**config.mk**
```make
export PLATFORM = sky130hd
export DESIGN_NAME = uart_echo_responder
export DESIGN_NICKNAME = d
export VERILOG_FILES = /design/src/rtl/uart_defs.sv /design/src/rtl/uart_sync_fifo.sv /design/src/rtl/uart_echo_responder.sv
export SDC_FILE = /design/constraint.sdc
export NUM_CORES = 1
export LEC_CHECK = 0
export ABC_AREA = 1
export CORE_MARGIN = 2
export CORE_UTILIZATION = 36
export CTS_BUF_LIST = sky130_fd_sc_hd__clkbuf_4 sky130_fd_sc_hd__clkbuf_8
export CTS_CLUSTER_DIAMETER = 80
export DETAILED_ROUTE_END_ITERATION = 10
export PLACE_DENSITY = 0.65
export SETUP_SLACK_MARGIN = 0.15
export SLEW_MARGIN = 20
export SYNTH_ARGS = -nofsm -noshare
export SYNTH_HDL_FRONTEND = slang
export SYNTH_SLANG_ARGS = --single-unit
export TNS_END_PERCENT = 20
```
**constraint.sdc**
```tcl
create_clock -name clk -period 2.9 [get_ports clk]
set_input_delay 0.435 -clock clk [delete_from_list [all_inputs] [get_ports clk]]
set_output_delay 0.435 -clock clk [all_outputs]
set_load 0.02 [all_outputs]
```
**src/rtl/uart_defs.sv**
```systemverilog
// uart_defs: shared byte width, default substitute byte and echo TX FSM states.
package uart_defs;
  localparam int BYTE_W = 8;
  localparam logic [BYTE_W-1:0] DEF_ERR_BYTE = 8'h3F;
  typedef enum logic [1:0] {IDLE, LAUNCH, WAIT_BUSY, WAIT_DONE} tx_state_t;
endpackage

```
**src/rtl/uart_sync_fifo.sv**
```systemverilog
// uart_sync_fifo: circular-buffer FIFO with first-word-fall-through head.
module uart_sync_fifo #(
  parameter int W = 8,
  parameter int DEPTH = 16
) (
  input  logic                     clk,
  input  logic                     reset,
  input  logic                     push,
  input  logic                     pop,
  input  logic [W-1:0]             din,
  output logic [W-1:0]             dout,
  output logic [$clog2(DEPTH):0]   level,
  output logic                     full,
  output logic                     empty
);
  localparam int AW = $clog2(DEPTH);
  localparam int LW = AW + 1;
  logic [W-1:0] mem [DEPTH];
  logic [AW-1:0] wptr, rptr;
  logic do_push, do_pop;
  assign empty = level == '0;
  assign full = level == LW'(DEPTH);
  assign do_pop = pop & ~empty;
  // a pop in the same cycle frees the slot the push lands in
  assign do_push = push & (~full | do_pop);
  assign dout = mem[rptr];
  always_ff @(posedge clk)
    if (do_push) mem[wptr] <= din;
  always_ff @(posedge clk or posedge reset)
    if (reset) begin
      wptr <= '0;
      rptr <= '0;
      level <= '0;
    end else begin
      if (do_push) wptr <= wptr + AW'(1);
      if (do_pop) rptr <= rptr + AW'(1);
      level <= level + LW'(do_push) - LW'(do_pop);
    end
endmodule

```
**src/rtl/uart_echo_responder.sv**
```systemverilog
// uart_echo_responder: buffers received bytes and re-sends each through a
// tx_start/tx_busy transmitter handshake, counting framing errors and drops.
module uart_echo_responder
  import uart_defs::*;
#(
  parameter int DEPTH = 16,
  parameter bit ERR_SUBST = 1'b1,
  parameter logic [7:0] ERR_BYTE = DEF_ERR_BYTE,
  parameter int BUSY_TIMEOUT = 8,
  parameter int CNT_W = 8
) (
  input  logic                   clk,
  input  logic                   reset,
  input  logic                   echo_en,
  input  logic [7:0]             rx_data,
  input  logic                   rx_ready,
  input  logic                   rx_error,
  input  logic                   tx_busy,
  output logic                   tx_start,
  output logic [7:0]             tx_data,
  output logic [$clog2(DEPTH):0] fifo_level,
  output logic [CNT_W-1:0]       error_cnt,
  output logic [CNT_W-1:0]       overflow_cnt
);
  localparam int TW = $clog2(BUSY_TIMEOUT + 1);
  tx_state_t state, state_n;
  logic rx_ready_q, take, cand, pop, drop, full, empty;
  logic [BYTE_W-1:0] cand_byte, head;
  logic [TW-1:0] wait_cnt;
  assign take = rx_ready & ~rx_ready_q & echo_en;
  assign cand = take & (~rx_error | ERR_SUBST);
  assign cand_byte = rx_error ? ERR_BYTE : rx_data;
  assign pop = state == LAUNCH;
  assign drop = cand & full & ~pop;
  uart_sync_fifo #(.W(BYTE_W), .DEPTH(DEPTH)) fifo (
    .clk(clk),
    .reset(reset),
    .push(cand),
    .pop(pop),
    .din(cand_byte),
    .dout(head),
    .level(fifo_level),
    .full(full),
    .empty(empty)
  );
  always_comb begin
    state_n = state;
    case (state)
      IDLE:      state_n = (!empty && !tx_busy) ? LAUNCH : IDLE;
      LAUNCH:    state_n = WAIT_BUSY;
      // a transmitter that never acknowledges must not stall the echo stream
      WAIT_BUSY: state_n = tx_busy ? WAIT_DONE : (wait_cnt == TW'(BUSY_TIMEOUT - 1)) ? IDLE : WAIT_BUSY;
      WAIT_DONE: state_n = tx_busy ? WAIT_DONE : IDLE;
      default:   state_n = IDLE;
    endcase
  end
  always_ff @(posedge clk or posedge reset)
    if (reset) begin
      state <= IDLE;
      rx_ready_q <= 1'b1;
      tx_start <= 1'b0;
      tx_data <= '0;
      wait_cnt <= '0;
      error_cnt <= '0;
      overflow_cnt <= '0;
    end else begin
      state <= state_n;
      rx_ready_q <= rx_ready;
      tx_start <= pop;
      if (pop) tx_data <= head;
      wait_cnt <= (state == WAIT_BUSY) ? wait_cnt + TW'(1) : '0;
      if (take && rx_error && !(&error_cnt)) error_cnt <= error_cnt + CNT_W'(1);
      if (drop && !(&overflow_cnt)) overflow_cnt <= overflow_cnt + CNT_W'(1);
    end
endmodule

```
# Word-level counts from Yosys, hierarchy flattened
# Memory sizes are Yosys's and may differ from the RTL's. A register that Yosys moved wholly into a read port is not among the register bits.
# Index checks and enable logic that the tools add are counted.
[totals]
ramBits = 128
romBits = 0
memories = 1
latch_bits = 0
in_bits = 14
word_cells = 54
out_inout_bits = 30
regBits = 37
[memory_table]
columns = ["name", "words", "width", "read_ports", "rd_ports_with_merged_regs", "wr", "line_no", "source"]
rows = [
  ["fifo.mem", 16, 8, 1, 1, 1, "uart_sync_fifo.sv:18", "logic [W-1:0] mem [DEPTH];"],
]
[classes]
reduce_logical = 12
n_addsub = 7
bitwise = 11
eq_ne = 5
div_mod_pow = 0
mux = 9
n_mul = 0
n_lt_le_gt_ge = 0
shifts = 0
[ops]
columns = ["cell", "count"]
rows = [
  ["$add A8 B1 Y8 const B", 2],
  ["$reduce_and A8 Y1", 2],
  ["$add A4 B1 Y4 const B", 3],
  ["$mux W8", 1],
  ["$pmux W2 S4", 1],
  ["$and A1 B1 Y1", 6],
  ["$mux W2", 3],
  ["$add A5 B1 Y5", 1],
  ["$eq A5 B5 Y1 const B", 1],
  ["$logic_not A5 Y1", 1],
  ["$sub A5 B1 Y5", 1],
  ["$eq A2 B2 Y1 const B", 2],
  ["$eq A4 B3 Y1 const B", 1],
  ["$logic_and A1 B1 Y1", 4],
  ["$logic_not A1 Y1", 4],
  ["$mux W4", 1],
  ["$not A1 Y1", 4],
  ["$mux W1", 3],
  ["$eq A2 B1 Y1 const B", 1],
  ["$logic_not A2 Y1", 1],
  ["$or A1 B1 Y1", 1],
]

# Logic depth before layout (Yosys ltp)
# Gate-level depths: netlist (run 1).
[logic_depth]
word_depth = 7
mapped_depth = 15

# By module
# Synthesis (run 1) repeated with hierarchy kept, for this count alone.
[hier_totals]
hier_cells = 836
hier_area_um2 = 7907.6
[modules_own_cells]
columns = ["module", "seq_area_each_um2", "instances", "cells_per_inst", "area_per_inst_um2"]
rows = [
  ["uart_sync_fifo", 4169.0, 1, 623, 6288.5],
  ["uart_echo_responder", 802.0, 1, 213, 1619.1],
]

# Worst setup path after synthesis (run 1)
# No wires, ideal clock.
[synth_timing]
kind = "register to register"
startpoint = "register fifo.level[2]"
endpoint = "register fifo.level[4]"
path_slack_ns = 0.445
setup_time_ns = 0.128
arrival_ns = 2.327
synth_period_minus_slack_ns = 2.455
required_ns = 2.772
stages_incl_launch_ff = 16
cell_sequence = "dfrtp_1 -> inv_1 -> ha_1 -> nand2_1 -> nor2_1 -> nand2_1 -> nand2_1 -> nor2_1 -> inv_1 -> nand2_1 -> ha_1 -> inv_1 -> fa_1 -> o21ai_0 -> a21oi_1 -> xor2_1"
[synth_via]
elab_chain_cells = 7
elab_cells_between_ends = 9
[synth_rtl]
columns = ["item", "line_no", "source"]
rows = [
  ["start, declared", "uart_sync_fifo.sv:12", "output logic [$clog2(DEPTH):0] level,"],
  ["start signal, assigned", "uart_sync_fifo.sv:37", "level <= level + LW'(do_push) - LW'(do_pop);"],
  ["$logic_not A5 Y1", "uart_sync_fifo.sv:21", "assign empty = level == '0;"],
  ["$not A1 Y1", "uart_sync_fifo.sv:23", "assign do_pop = pop & ~empty;"],
  ["$and A1 B1 Y1", "uart_sync_fifo.sv:23", ""],
  ["$or A1 B1 Y1", "uart_sync_fifo.sv:25", "assign do_push = push & (~full | do_pop);"],
  ["$and A1 B1 Y1", "uart_sync_fifo.sv:25", ""],
  ["$add A5 B1 Y5", "uart_sync_fifo.sv:37", ""],
  ["$sub A5 B1 Y5 *", "uart_sync_fifo.sv:37", ""],
]
# Mark *: on every way between the ends. The rest lies on a longest branch, timed or not.
# A chain may end at the register's enable or synchronous reset.

# Worst setup path after layout (run 1)
# Ends and elaborated chain as after synthesis.

==> out/results.ini, run 1 <==
[global_routing]
grt_pass1_wl_mm = 25.36
grt_use_total_pct = 15.23
antenna_found_initial = 0
globalRoute.totalOverflow = 0
grt_pass1_vias = 4659
grt_max_degree = 66

[place]
gp_congestion = 0.8028
dp_hpwl_mm = 10.46
place_area_mm2 = 0.008247
port_buffers = 43

[yosys]
synth_cell_types = 32
synth_area_mm2 = 0.007526
synth.avg_cell_area_um2 = 10.83
syn_nets = 723
synth_seq_area_share_pct = 66.05
ys_ff_latch = 173
syn_inst = 695
yosysWarnings = 0

[final_layout]
diodes = 0
drive_above_1_share_pct = 10.10
area_delta_synth_final_pct = 15.10
postLayoutCellArea_mm2 = 0.008662
nets = 777
fillers = 1903

[critical_path]
r2r-end = fifo.level[4]$_DFF_PP0_
cp_cell_sequence = inv_1, ha_1, nand2_1, nor2_1, nand2_1, nand2_1, nor2_2, inv_1, nand2_1, ha_1, inv_1, fa_1, o21ai_0, a21oi_1, xor2_1
r2r_cells = 15
rrSetupSlack_ns = 0.39
start_kind = flop
cp_slowest_stage_delay_ns = 0.39
r2r-start = fifo.level[2]$_DFF_PP0_
cp-end-kind = flop
required_ns = 3.23
crit_path_end = fifo.level[4]$_DFF_PP0_
cp.arrival_ns = 2.84
critical_path.startpoint = fifo.level[2]$_DFF_PP0_
path_class = flop to flop
cp_slowest_cell = fa_1
crit_path_max_fanout = 6
cpMostUsedCell = nand2_1

[routing]
viasPerCell = 4.743
route.detailed.drc = 0
drtIter0Drc = 348
wl_mm = 16.00
wire_per_inst_um = 15.51
drt_pass1_iterations = 5
ant_nets = 0
vias = 4895

[floorplan]
dieArea_mm2 = 0.02208
coreArea_mm2 = 0.02036
fp.dieW_um = 148.6
rows = 52
start_util_pct = 36.96
ios = 44
die_y_um = 148.6

[clocking]
post_cts_buffers = 0
postCtsHoldBufs = 0
path_clk_slew_ns = 0.08
tritoncts = yes
clkSinkCount = 173
clock_latency_ns = 0.45
htree_num_levels = 4
clk_path_buf_depth = 2
root_buffer = clkbuf_8
cts-buffers-inserted = 17

[timing]
timing_worst_slew_pin_value_ns = 0.8299
rsz0062_at_grt = false
fmax_ghz = 0.3980
slew_viol_final = 0
setup_viol = 0
fin_tns_setup_ns = 0
hold_violations = 0
min_period_over_period_pct = 86.64
final.min_clock_period_ns = 2.513
worst_slew_margin_rel_pct = 44.61
clock_skew_ns = 0.01418

[pwr]
worst_ir_drop_vdd_mv = 0.5549
powerDensity_mw_per_mm2 = 882.7
power.leakage_nw = 3.439

[outcome]
status = finished clean

[min_path]
min_path_type = input pin to asynchronous set/reset pin

[job]
max_cap_viol_count = 0

placed cells by master (no fill, tap or decap), types with 2 or more instances in the layout:
cell type	netlist	layout
a21oi_1	9	9
buf_4	8	19
bufinv_16	0	2
clkbuf_4	0	4
clkbuf_8	0	21
clkdlybuf4s50_1	0	43
clkinv_2	1	5
dfrtp_1	44	43
edfxtp_1	128	128
ha_1	13	13
inv_1	35	34
inv_2	4	5
inv_4	2	2
nand2_1	241	241
nand2_2	2	2
nand3_1	98	98
nand3b_1	2	2
nand4_1	2	2
nor2_1	29	26
nor2_2	0	3
nor3_1	4	4
o21ai_0	10	10
o21ai_1	5	5
or2_2	6	6
xnor2_1	6	6
xor2_1	19	19
logic make-up (layout without fill, tap and decap cells):
kind of cell	Yosys count	in the layout	synth area share [%]
AND/OR/NAND/NOR	388	388	21.98
XOR/XNOR	25	25	2.909
flip-flops	173	173	66.05
AO/OA/AOI/OAI	26	26	1.912
adder cells (fa/ha/maj)	14	14	2.427
buffers and inverters	69	136	4.721
worst min path at each step:
stage,startpoint,to,slack [ns],cells past startpoint
2_1_floorplan,wait_cnt[0]$_DFF_PP0_,wait_cnt[0]$_DFF_PP0_,0.43,1
3_3_place_gp,wait_cnt[0]$_DFF_PP0_,wait_cnt[0]$_DFF_PP0_,0.45,1
3_5_place_dp,tx_data[0]$_DFFE_PP0N_,tx_data[0]$_DFFE_PP0N_,0.47,2
4_1_cts,rx_ready,rx_ready_q$_DFF_PP1_,0.40,1
5_1_grt,rx_ready,rx_ready_q$_DFF_PP1_,0.40,1
6_report,reset,overflow_cnt[1]$_DFFE_PP0P_,0.42,2
Yosys cell counts:
master    instances  share of area (%)
nand2_1         241                 12
edfxtp_1        128                 51
nand3_1          98                6.5
dfrtp_1          44                 15
inv_1            35                1.7
nor2_1           29                1.4
xor2_1           19                2.2
ha_1             13                2.2
buf_2            12               0.80
o21ai_0          10               0.67
a21oi_1           9               0.60
buf_4             8               0.80
buf_6             6               0.90
or2_2             6               0.50
xnor2_1           6               0.70
o21ai_1           5               0.33
inv_2             4               0.20
nor3_1            4               0.27
inv_4             2               0.17
nand2_2           2               0.17
nand3b_1          2               0.20
nand4_1           2               0.17
buf_1             1              0.050
clkinv_2          1              0.066
dfstp_2           1               0.35
fa_1              1               0.27
nand3_2           1               0.13
nand4_4           1               0.28
nor2_4            1               0.15
nor3_2            1               0.13
o211ai_1          1               0.10
o21ai_4           1               0.22
report_power, final:
part / total (mW) / internal (mW) / switching, mW / leakage [nW]
Clock: 1.71 / 0.892 / 0.821 / 0.217
Combinational: 2.75 / 0.952 / 1.80 / 1.52
Sequential: 3.18 / 2.93 / 0.256 / 1.71
Total: 7.65 / 4.77 / 2.87 / 3.44
area by class of cell:
class | count | area [um2] | share of cell area, %
clock buffer | 25 | 319.1 | 3.683
sequential | 173 | 4972 | 57.40
timing repair buffer | 62 | 573.1 | 6.616
inverter | 42 | 163.9 | 1.892
clock inverter | 7 | 88.84 | 1.026
tap | 270 | 337.8 | 3.900
multi-input combinational | 453 | 2207 | 25.48
layer usage:
metal	vias to the layer above	part of all wire, %	track usage (%)
li1	2423	-	-
met1	2288	46	21.52
met2	159	44	22.41
met3	25	7.6	4.080
met4	0	2.0	6.048
met5	-	0	0
sequential cells by signal, summed over array words and instances, names as in the netlist:
signal / count
overflow_cnt: 8
error_cnt: 8
fifo.mem: 128
tx_data: 8
fifo.level: 5
tx_start: 1
state: 2
rx_ready_q: 1
wait_cnt: 4
fifo.rptr: 4
fifo.wptr: 4
repair_timing:
| item | CTS | global route |
|---|---|---|
| endpoints found under the hold margin | 0 | 0 |
| endpoints found under the setup margin | 0 | 1 |
| resized for setup | 0 | 1 |
critical path, delay by kind of cell (launching register included):
family	cells	cell delay (ns)
AOI/OAI and AO/OA	2	0.27
adders and majority gates	3	0.74
buffers and inverters	3	0.20
xor gates and xnor gates	1	0.14
and+or+nand+nor	6	0.67
DFF	1	0.38
metrics by stage:
stage | utilization [%] | power (mW) | setup slack, ns | hold slack (ns) | std cells
floorplan | - | 5.169 | 0.4451 | 0.4321 | 695
global placement | 40.50 | 5.971 | 0.3626 | 0.4461 | 1000
detailed placement | 40.50 | 6.002 | 0.3389 | 0.4697 | 1000
CTS | 42.50 | 7.688 | 0.3354 | 0.3984 | 1032
global route | 42.54 | 8.155 | 0.1527 | 0.3984 | 1032
finish | 42.54 | 7.646 | 0.3875 | 0.4210 | 1032
Note: power is estimated with default switching activity, not from simulation.
==> run 2, diff against run 1 <==
- SLEW_MARGIN: 20 -> default
==> run 2 against run 1 <==
  * Via count is 0.41% higher
  * Critical path depth stayed put
  * Sequential share of layout area hardly changed
  * Largest power group unchanged
==> out/results.ini, run 2 (synthesis gave the netlist of run 1 again) <==
[outcome]
status = finished clean

[critical_path]
required_ns = 3.24
crit_path_max_fanout = 6
cp.arrival_ns = 2.85
start_kind = flop
path_class = flop to flop
cp-end-kind = flop

[timing]
rsz0062_at_grt = false
clock_skew_ns = 0.01424
min_period_over_period_pct = 86.63
fin_tns_setup_ns = 0
worst_slew_margin_rel_pct = 21.91
final.min_clock_period_ns = 2.512
setup_viol = 0
timing_worst_slew_pin_value_ns = 1.167
slew_viol_final = 0
hold_violations = 0
fmax_ghz = 0.3980
setup_slack_ns = 0.3876

[clocking]
clock_latency_ns = 0.46
cts-buffers-inserted = 17
path_clk_slew_ns = 0.08
clkSinkCount = 173
postCtsHoldBufs = 0
root_buffer = clkbuf_8
htree_num_levels = 4
tritoncts = yes
clk_path_buf_depth = 2

[pwr]
worst_ir_drop_vdd_mv = 0.5594
seqPwrFrac_pct = 41.6
combPwrFrac_pct = 36.0
p_int_mw = 4.772
netSwitchingFraction_pct = 37.63
power_switching_mw = 2.879
powerDensity_mw_per_mm2 = 883.8
power.leakage_nw = 3.439
power_frac_clock_pct = 22.4

[floorplan]
dieArea_mm2 = 0.02208
die_y_um = 148.6
rows = 52
coreArea_mm2 = 0.02036
ios = 44
fp.dieW_um = 148.6
start_util_pct = 36.96

[global_routing]
grt_pass1_vias = 4659
grt_max_degree = 66
grt_use_total_pct = 15.23
antenna_found_initial = 0
grt_pass1_wl_mm = 25.36
globalRoute.totalOverflow = 0

[routing]
wire_per_inst_um = 15.56
ant_nets = 0
drtIter0Drc = 388
route.detailed.drc = 0
drt_pass1_iterations = 6
viasPerCell = 4.763
wl_mm = 16.06
vias = 4915

[final_layout]
largest_reg_flops = 128
area_delta_synth_final_pct = 15.03
max_flop_register = fifo.mem
diodes = 0
nets = 777
drive_above_1_share_pct = 9.843
fillers = 1902
layout_commonest_cell = nand2_1
mostFrequentLayoutCells = 241 x nand2_1, 128 x edfxtp_1, 98 x nand3_1

[place]
gp_congestion = 0.8028
dp_hpwl_mm = 10.46
port_buffers = 43
place_ws_ns = 0.3389

[min_path]
min_path_type = input pin to asynchronous set/reset pin

[job]
max_cap_viol_count = 0

run 2: worst paths after layout:
check / cells after the start / slack [ns] / to / from
max reg2reg: 15 / 0.39 / fifo.level[4]$_DFF_PP0_ / fifo.level[2]$_DFF_PP0_
max: 15 / 0.39 / fifo.level[4]$_DFF_PP0_ / fifo.level[2]$_DFF_PP0_
min reg2reg: 1 / 0.48 / wait_cnt[0]$_DFF_PP0_ / wait_cnt[0]$_DFF_PP0_
min: 2 / 0.42 / overflow_cnt[1]$_DFFE_PP0P_ / reset
max in group asynchronous: 3 / 1.85 / error_cnt[6]$_DFFE_PP0P_ / reset
min in group clk: 1 / 0.42 / rx_ready_q$_DFF_PP1_ / rx_ready
run 2: final cells by class:
type | count | area (um2) | area share (%)
clock buffers | 25 | 319.1 | 3.686
clock inverters | 7 | 88.84 | 1.026
inverters | 42 | 163.9 | 1.893
multi-input cells | 453 | 2202 | 25.44
flip-flops and latches | 173 | 4972 | 57.44
well taps | 270 | 337.8 | 3.902
repair buffers | 62 | 573.1 | 6.619
run 2: critical path, stage by stage, from the launching register on:
cell	delay, ns
dfrtp_1	0.38
inv_1	0.07
ha_1	0.19
nand2_1	0.06
nor2_1	0.05
nand2_1	0.12
nand2_1	0.19
nor2_2	0.18
inv_1	0.07
nand2_1	0.07
ha_1	0.16
inv_1	0.05
fa_1	0.39
o21ai_0	0.17
a21oi_1	0.10
xor2_1	0.14
run 2: through the flow:
stage,cell area [um2],hold WS [ns],util (%),power (mW),cells
2_1_floorplan,7526,0.4321,-,5.169,695
5_1_grt,8657,0.3984,42.51,8.155,1032
6_report,8657,0.4178,42.51,7.651,1032
4_1_cts,8655,0.3984,42.50,7.688,1032
3_3_place_gp,8247,0.4461,40.50,5.971,1000
3_5_place_dp,8247,0.4697,40.50,6.002,1000
run 2: routing by layer:
| metal | vias to the layer above | routed length (um) | global-route usage (%) |
|---|---|---|---|
| met5 | - | 0 | 0 |
| met4 | 0 | 354 | 6.048 |
| met3 | 29 | 1080 | 4.080 |
| met2 | 158 | 7100 | 22.41 |
| met1 | 2303 | 7520 | 21.52 |
| li1 | 2425 | - | - |
run 2: what timing repair did:
item                                    CTS  global route
gates resized for setup                   0             1
endpoints found under the setup margin    0             1
setup buffers                             0             0
run 2: power groups by stage:
stage / registers [mW] / logic (mW) / clock network, mW
2_1_floorplan: 3.31 / 1.86 / 0
3_3_place_gp: 3.24 / 2.73 / 0
3_5_place_dp: 3.24 / 2.76 / 0
4_1_cts: 3.19 / 2.77 / 1.73
5_1_grt: 3.22 / 3.10 / 1.83
6_report: 3.18 / 2.75 / 1.71
